**src/rtl/gate_input_debouncer_pkg.sv**
```systemverilog
// Shared definitions for the gate input debouncer: default debounce length,
// counter-width helper and the per-channel edge pulse pair.
package gate_pkg;

  localparam int DEFAULT_STABLE_CYCLES = 4;

  // Smallest counter width that can hold STABLE_CYCLES-1 without wrapping.
  function automatic int min_cnt_width(input int stable_cycles);
    if (stable_cycles <= 2) return 1;
    return $clog2(stable_cycles);
  endfunction

  typedef struct packed {
    logic rise;
    logic fall;
  } edge_t;

endpackage

```
**src/rtl/gate_input_debouncer_channel.sv**
```systemverilog
// One debounce lane: 2-flop synchroniser, stability counter, registered
// debounced level with matching rise/fall pulses and a combinational idle flag.
module debounce_channel
  import gate_pkg::*;
#(
  parameter int STABLE_CYCLES = DEFAULT_STABLE_CYCLES,
  parameter int CNT_W         = 3
) (
  input  logic clk,
  input  logic rst,
  input  logic raw,
  output logic out,
  output logic rise,
  output logic fall,
  output logic idle
);

  generate
    if (STABLE_CYCLES < 1 || CNT_W < min_cnt_width(STABLE_CYCLES)) begin : g_bad_params
      $error("debounce_channel: STABLE_CYCLES must be >= 1 and CNT_W wide enough for STABLE_CYCLES-1");
    end
  endgenerate

  localparam logic [CNT_W-1:0] LAST = CNT_W'(STABLE_CYCLES - 1);

  logic             s1;
  logic             s2;
  logic [CNT_W-1:0] cnt;
  edge_t            edge_q;

  // The >= compare keeps the counter capped so it can never wrap.
  always_ff @(posedge clk) begin
    if (rst) begin
      s1     <= 1'b0;
      s2     <= 1'b0;
      cnt    <= '0;
      out    <= 1'b0;
      edge_q <= '0;
    end else begin
      s1     <= raw;
      s2     <= s1;
      edge_q <= '0;
      if (s2 == out) begin
        cnt <= '0;
      end else if (cnt >= LAST) begin
        out         <= s2;
        cnt         <= '0;
        edge_q.rise <= s2;
        edge_q.fall <= ~s2;
      end else begin
        cnt <= cnt + CNT_W'(1);
      end
    end
  end

  assign rise = edge_q.rise;
  assign fall = edge_q.fall;
  assign idle = (s2 == out) && (cnt == '0);

endmodule

```
**src/rtl/gate_input_debouncer.sv**
```systemverilog
// Two independent debounce lanes feeding and_gate, plus a registered flag
// that reports when both lanes are quiet.
module gate_input_debouncer
  import gate_pkg::*;
#(
  parameter int STABLE_CYCLES = DEFAULT_STABLE_CYCLES,
  parameter int CNT_W         = 3
) (
  input  logic clk,
  input  logic rst,
  input  logic raw_A,
  input  logic raw_B,
  output logic A,
  output logic B,
  output logic A_rise,
  output logic A_fall,
  output logic B_rise,
  output logic B_fall,
  output logic settled
);

  logic idle_a;
  logic idle_b;

  debounce_channel #(
    .STABLE_CYCLES(STABLE_CYCLES),
    .CNT_W        (CNT_W)
  ) u_chan_a (
    .clk (clk),
    .rst (rst),
    .raw (raw_A),
    .out (A),
    .rise(A_rise),
    .fall(A_fall),
    .idle(idle_a)
  );

  debounce_channel #(
    .STABLE_CYCLES(STABLE_CYCLES),
    .CNT_W        (CNT_W)
  ) u_chan_b (
    .clk (clk),
    .rst (rst),
    .raw (raw_B),
    .out (B),
    .rise(B_rise),
    .fall(B_fall),
    .idle(idle_b)
  );

  always_ff @(posedge clk) begin
    if (rst) settled <= 1'b0;
    else     settled <= idle_a && idle_b;
  end

endmodule
```
**config.mk**
```make
export PLATFORM = sky130hd
export DESIGN_NAME = gate_input_debouncer
export DESIGN_NICKNAME = d
export VERILOG_FILES = /design/src/rtl/gate_input_debouncer_pkg.sv /design/src/rtl/gate_input_debouncer_channel.sv /design/src/rtl/gate_input_debouncer.sv
export SDC_FILE = /design/constraint.sdc
export NUM_CORES = 1
export LEC_CHECK = 0
export ABC_CLOCK_PERIOD_IN_PS = 1700
export BUFFER_PORTS_ARGS = -buffer_cell sky130_fd_sc_hd__buf_2
export CAP_MARGIN = 40
export CORE_MARGIN = 4
export CORE_UTILIZATION = 51
export DETAILED_ROUTE_END_ITERATION = 16
export GPL_ROUTABILITY_DRIVEN = 1
export PLACE_DENSITY = 0.74
export SLEW_MARGIN = 20
export SYNTH_ARGS = -nofsm -noshare
export SYNTH_HDL_FRONTEND = slang
export SYNTH_SLANG_ARGS = --single-unit
```
**constraint.sdc**
```tcl
create_clock -name clk -period 1.7 [get_ports clk]
set_clock_uncertainty 0.2 [all_clocks]
set_input_delay 0.255 -clock clk [delete_from_list [all_inputs] [get_ports clk]]
set_output_delay 0.255 -clock clk [all_outputs]
set_load 0.02 [all_outputs]
```
# Word-level counts from Yosys, hierarchy flattened
# Cells that the tools add are included.
[totals] reg_bits=17 input_bits=4 output_inout_bits=7 word_cells=36
[classes] n_addsub=2 order_cmp=2 n_eq_ne=2 bitwise=6 n_reduce_logical=11
[ops] operator="$reduce_or 3->1" count=4
[ops] operator="$add 3x1->3 const B" count=2
[ops] operator="$ge 3x2->1 const B" count=2
[ops] operator="$logic_not 3->1" count=2
[ops] operator="$not 1->1" count=6
[ops] operator="$reduce_and 2->1" count=2
[ops] operator="$logic_and 1x1->1" count=3
[ops] operator="$eq 1x1->1" count=2

# Logic depth before layout (Yosys ltp)
[depth] word_depth=3 ltp_mapped=4 depth_no_buf=4

# Hierarchy
# From an unflattened synthesis, not the netlist that was laid out.
[hier_totals] cells_unflattened=60 area_unflattened_um2=686.9
[modules_own_cells] mod="debounce_channel" n_inst=2 cells_each=29 area_per_inst_um2=329.1 seq_area_each_um2=160.2
[modules_own_cells] mod="gate_input_debouncer" n_inst=1 cells_each=2 area_per_inst_um2=28.8 seq_area_each_um2=20.0

# Least setup slack after synthesis
# OpenSTA, ideal clock, no wires.
[synth_path] kind="register -> register" from="reg u_chan_a.cnt[0]" to="reg u_chan_a.out" setup_ns=0.072 arrival_time_ns=1.256 required_ns=1.428 setup_slack_ns=0.172 stages_incl_launch_ff=5 path_buffers=0 synth_period_minus_slack_ns=1.528 cell_sequence="dfxtp_1 -> ha_1 -> ha_1 -> a211oi_1 -> mux2i_1"
[synth_via] elab_chain_cells=2
[synth_lines] element="start: declaration" line_no="gate_input_debouncer_channel.sv:28" rtl="logic [CNT_W-1:0] cnt;"
[synth_lines] element="start signal: assignment" line_no="gate_input_debouncer_channel.sv:51" rtl="cnt <= cnt + CNT_W'(1);"
[synth_lines] element="$ge 3x2->1" line_no="gate_input_debouncer_channel.sv:45" rtl="end else if (cnt >= LAST) begin"
[synth_lines] element="$reduce_and 2->1 (no line)"
[synth_lines] element="end signal: assignment" line_no="gate_input_debouncer_channel.sv:37" rtl="out <= 1'b0;"
[synth_lines] element="end signal: assignment" line_no="gate_input_debouncer_channel.sv:46" rtl="out <= s2;"
[synth_lines] element="end: declaration" line_no="gate_input_debouncer_channel.sv:12" rtl="output logic out,"
# No other way between the ends.
# A chain may end at the register's enable or synchronous reset.

# Final worst setup path
[layout_path] from="reg u_chan_b.cnt[0]" to="reg u_chan_b.cnt[0]"
[layout_via] elab_chain_cells=2 elab_cells_between_ends=3 cone_classes="add/sub (1); order compare (1); reduce/logical (1)"
[layout_lines] element="start: declaration" line_no="gate_input_debouncer_channel.sv:28"
[layout_lines] element="start signal: assignment" line_no="gate_input_debouncer_channel.sv:51"
[layout_lines] element="$ge 3x2->1" line_no="gate_input_debouncer_channel.sv:45"
[layout_lines] element="$reduce_or 3->1 (no line)"
# Several ways; a longest one is shown, not always the timed one.

==> impl_results.md <==
- Top Usage Layer GRT: met2
- Initial DRT Pass Iterations: 3
- Vias after detailed routing: 457
- Leading cell types in the layout, fill and taps excluded: dfxtp_1 (17), buf_2 (10), inv_1 (6), ha_1 (6), nor4b_1 (5)
- RSZ-0062 raised after global routing: true
- Share of layout cells above drive strength 1: 24.00%
- Endpoint arrival time on the critical path: 1.61 ns
- Initial cell density of the core: 57.49%
- R2r worst-path depth: 4
- Cell chosen for the clock root: clkbuf_4
- Number of antenna cells inserted: 0
- Met2 demand-to-capacity share in global routing: 19.48%
- Clock tree sinks: 17
- Areal power density over the cells: 808.8 mW/mm^2
- Max Freq: 612.6 MHz
- Result of the run: finished clean
- Met1 Usage GRT: 15.52%
- Maximum level of the CTS H-tree: 1
- Maximum capacitance violations: 0
- Total length of routed wires: 1.065 mm
- Cell area after placement: 748.2 um^2
- Synthesized area: 681.9 um^2
- Routed vias/inst: 5.135
- Count of endpoints failing setup in the final report: 0
- Number of buffers on the longest clock path: 2
- Total negative setup slack: 0 ns
- Post-synthesis cell count: 59
- Critical path peak fanout: 5
- Finished Layout Cells: 89
- Distinct cells, synth: 15
- Worst rel slew slack: 75.12%
- R2r setup slk: 0.07 ns
- Number of global-route vias before repair: 433
- Hold Path Stages: 2
- Source-to-sink clock delay at the later pin of the worst-skew pair: 0.28 ns
- Register area share after synthesis: 49.91%
- Clock Pin Slew Worst Setup and Hold Paths: 0.09 ns
- Remaining DRCs: 0
- GRT overflow: 0
- Shortest period the worst path allows: 1.632 ns
- Routing usage on met3: 2.439%
- Antenna violations before repair: 0
- Initial DRC count: 2
- Setup WS post-layout: 0.06752 ns
- Maximum ir drop on the vdd rail: 739.5 uV
- Core Footprint: 0.001186 mm^2
- Final number of hold-violating endpoints: 0
- Post-synthesis to final-layout area growth: 17.25%
- TritonCTS clock tree: yes
- Die span in x: 44.57 um
- Post-place setup slack: 0.06612 ns
- Startpoint types: flop
- Final Slew Violations: 0
- Synthesis warning total: 0
- Critical Path Start: u_chan_b.cnt[0]
- Static leakage: 0.0003410 uW
- IO Port Bufs: 10
- Origin of the worst min-delay path: rst
- Hold crit path type: in -> reg
- Detail-routed net length per standard cell: 11.97 um
- Most common cell after layout, fill and taps aside: dfxtp_1
- First-pass GRT wire length: 1.787 mm
- Maximum number of pins on one net before global-route repair: 20
- End point of the most critical hold path: u_chan_b.s1
- Number of cells after detailed placement: 83
- Worst setup EP type: flop
- Syn nets: 69
- Critical path data required time: 1.68 ns
- Area enclosed by the die boundary: 0.001986 mm^2
- Total number of nets in the final design: 86
- Slew at the pin with the worst max-slew slack: 0.3705 ns
- RePlAce Congestion: 0.7418
- Aggregate global-route resource usage: 12.40%
- Crit Path Class: reg -> reg
- Chip height: 44.57 um
- TritonCTS buffer count: 3
- Total number of placement rows: 12
- Mapped Avg Cell Area: 11.56 um^2
- Final worst-path cycle share: 96.03%
- Buffer count from post-CTS setup fixing: 0
- Launch point of the worst reg-to-reg path: u_chan_b.cnt[0]
- I/O pin count: 11
- End of the worst register-to-register path: u_chan_b.cnt[0]
- Final Cell Area: 799.5 um^2
- Routed Antenna Nets: 0
- Register bit count reported by yosys: 17
[power by group]
part	leakage [uW]	internal (uW)	total [uW]	switching, uW
Clock	0.0000150	90.8	204	114
Combinational	0.000188	16.0	31.6	15.6
Sequential	0.000138	406	411	4.91
Total	0.000341	513	647	134
[registers in the layout (all words and copies together), names as in the netlist]
name and cells:
u_chan_a.cnt 3, u_chan_b.s2 1, u_chan_a.rise 1, u_chan_a.s1 1
u_chan_b.rise 1, u_chan_b.cnt 3, u_chan_b.out 1, u_chan_a.fall 1
u_chan_a.out 1, u_chan_b.s1 1, u_chan_b.fall 1, settled 1
u_chan_a.s2 1
[cell type report]
type                    count  area [um^2]
fillers                    99        386.6
repair buffers             14        85.08
inverters                   6        22.52
flip-flops and latches     17        340.3
multi-input cells          34        307.8
well taps                  14        17.52
clock buffers               4        26.28
[stage by stage]
stage | total power, uW | utilization (%) | hold WS, ns
CTS | 655.3 | 66.98 | 0.1439
detailed placement | 448.5 | 63.08 | 0.2269
global placement | 447.4 | 63.08 | 0.2188
floorplan | 442.6 | - | 0.1832
global route | 675.1 | 67.41 | 0.1883
finish | 646.7 | 67.41 | 0.1508
[metal layers]
metal	wire length, um	vias up	part of all wire, %
met5	0	-	0
met2	518	5	49
met1	499	210	47
met3	33	2	3.1
li1	-	240	-
met4	14	0	1.3
[worst max-delay path, cell delays in order, from the launching register on]
cell     delay, ns
dfxtp_1       0.36
ha_1          0.21
ha_1          0.19
a211o_1       0.32
nor4_1        0.26
[logic make-up after synthesis]
logic type / count (synthesis) / synth area share (%)
DFF: 17 / 49.91
and+or+nand+nor: 20 / 23.12
buffers and inverters: 8 / 5.687
muxes: 2 / 2.936
xor gates and xnor gates: 2 / 2.569
adders and majority gates: 6 / 11.01
AOI/OAI and AO/OA: 4 / 4.770
[cell usage after synthesis, drive strengths merged]
library cell   n  area, um^2
a211o          2       17.52
a211oi         2       15.01
and4           1       8.760
buf            2       16.26
dfxtp         17       340.3
ha             6       75.07
inv            6       22.52
mux2i          2       20.02
nand2b         4       25.02
nor2b          4       25.02
nor4           4       25.02
nor4b          7       73.82
xnor2          2       17.52
[worst max-delay path by stage]
stage               cells past startpoint         endpoint
global placement                        5     u_chan_a.out
finish                                  4  u_chan_b.cnt[0]
global route                            4  u_chan_a.cnt[0]
detailed placement                      4  u_chan_b.cnt[0]
CTS                                     4  u_chan_b.cnt[0]
floorplan                               4     u_chan_a.out
[repair_timing]
item / 4_1_cts / 5_1_grt
hold endpoints to repair: 2 / 0
hold buffers: 2 / 0
endpoints found under the setup margin: 0 / 1
resized for setup: 0 / 1
(Power assumes the default switching activity.)
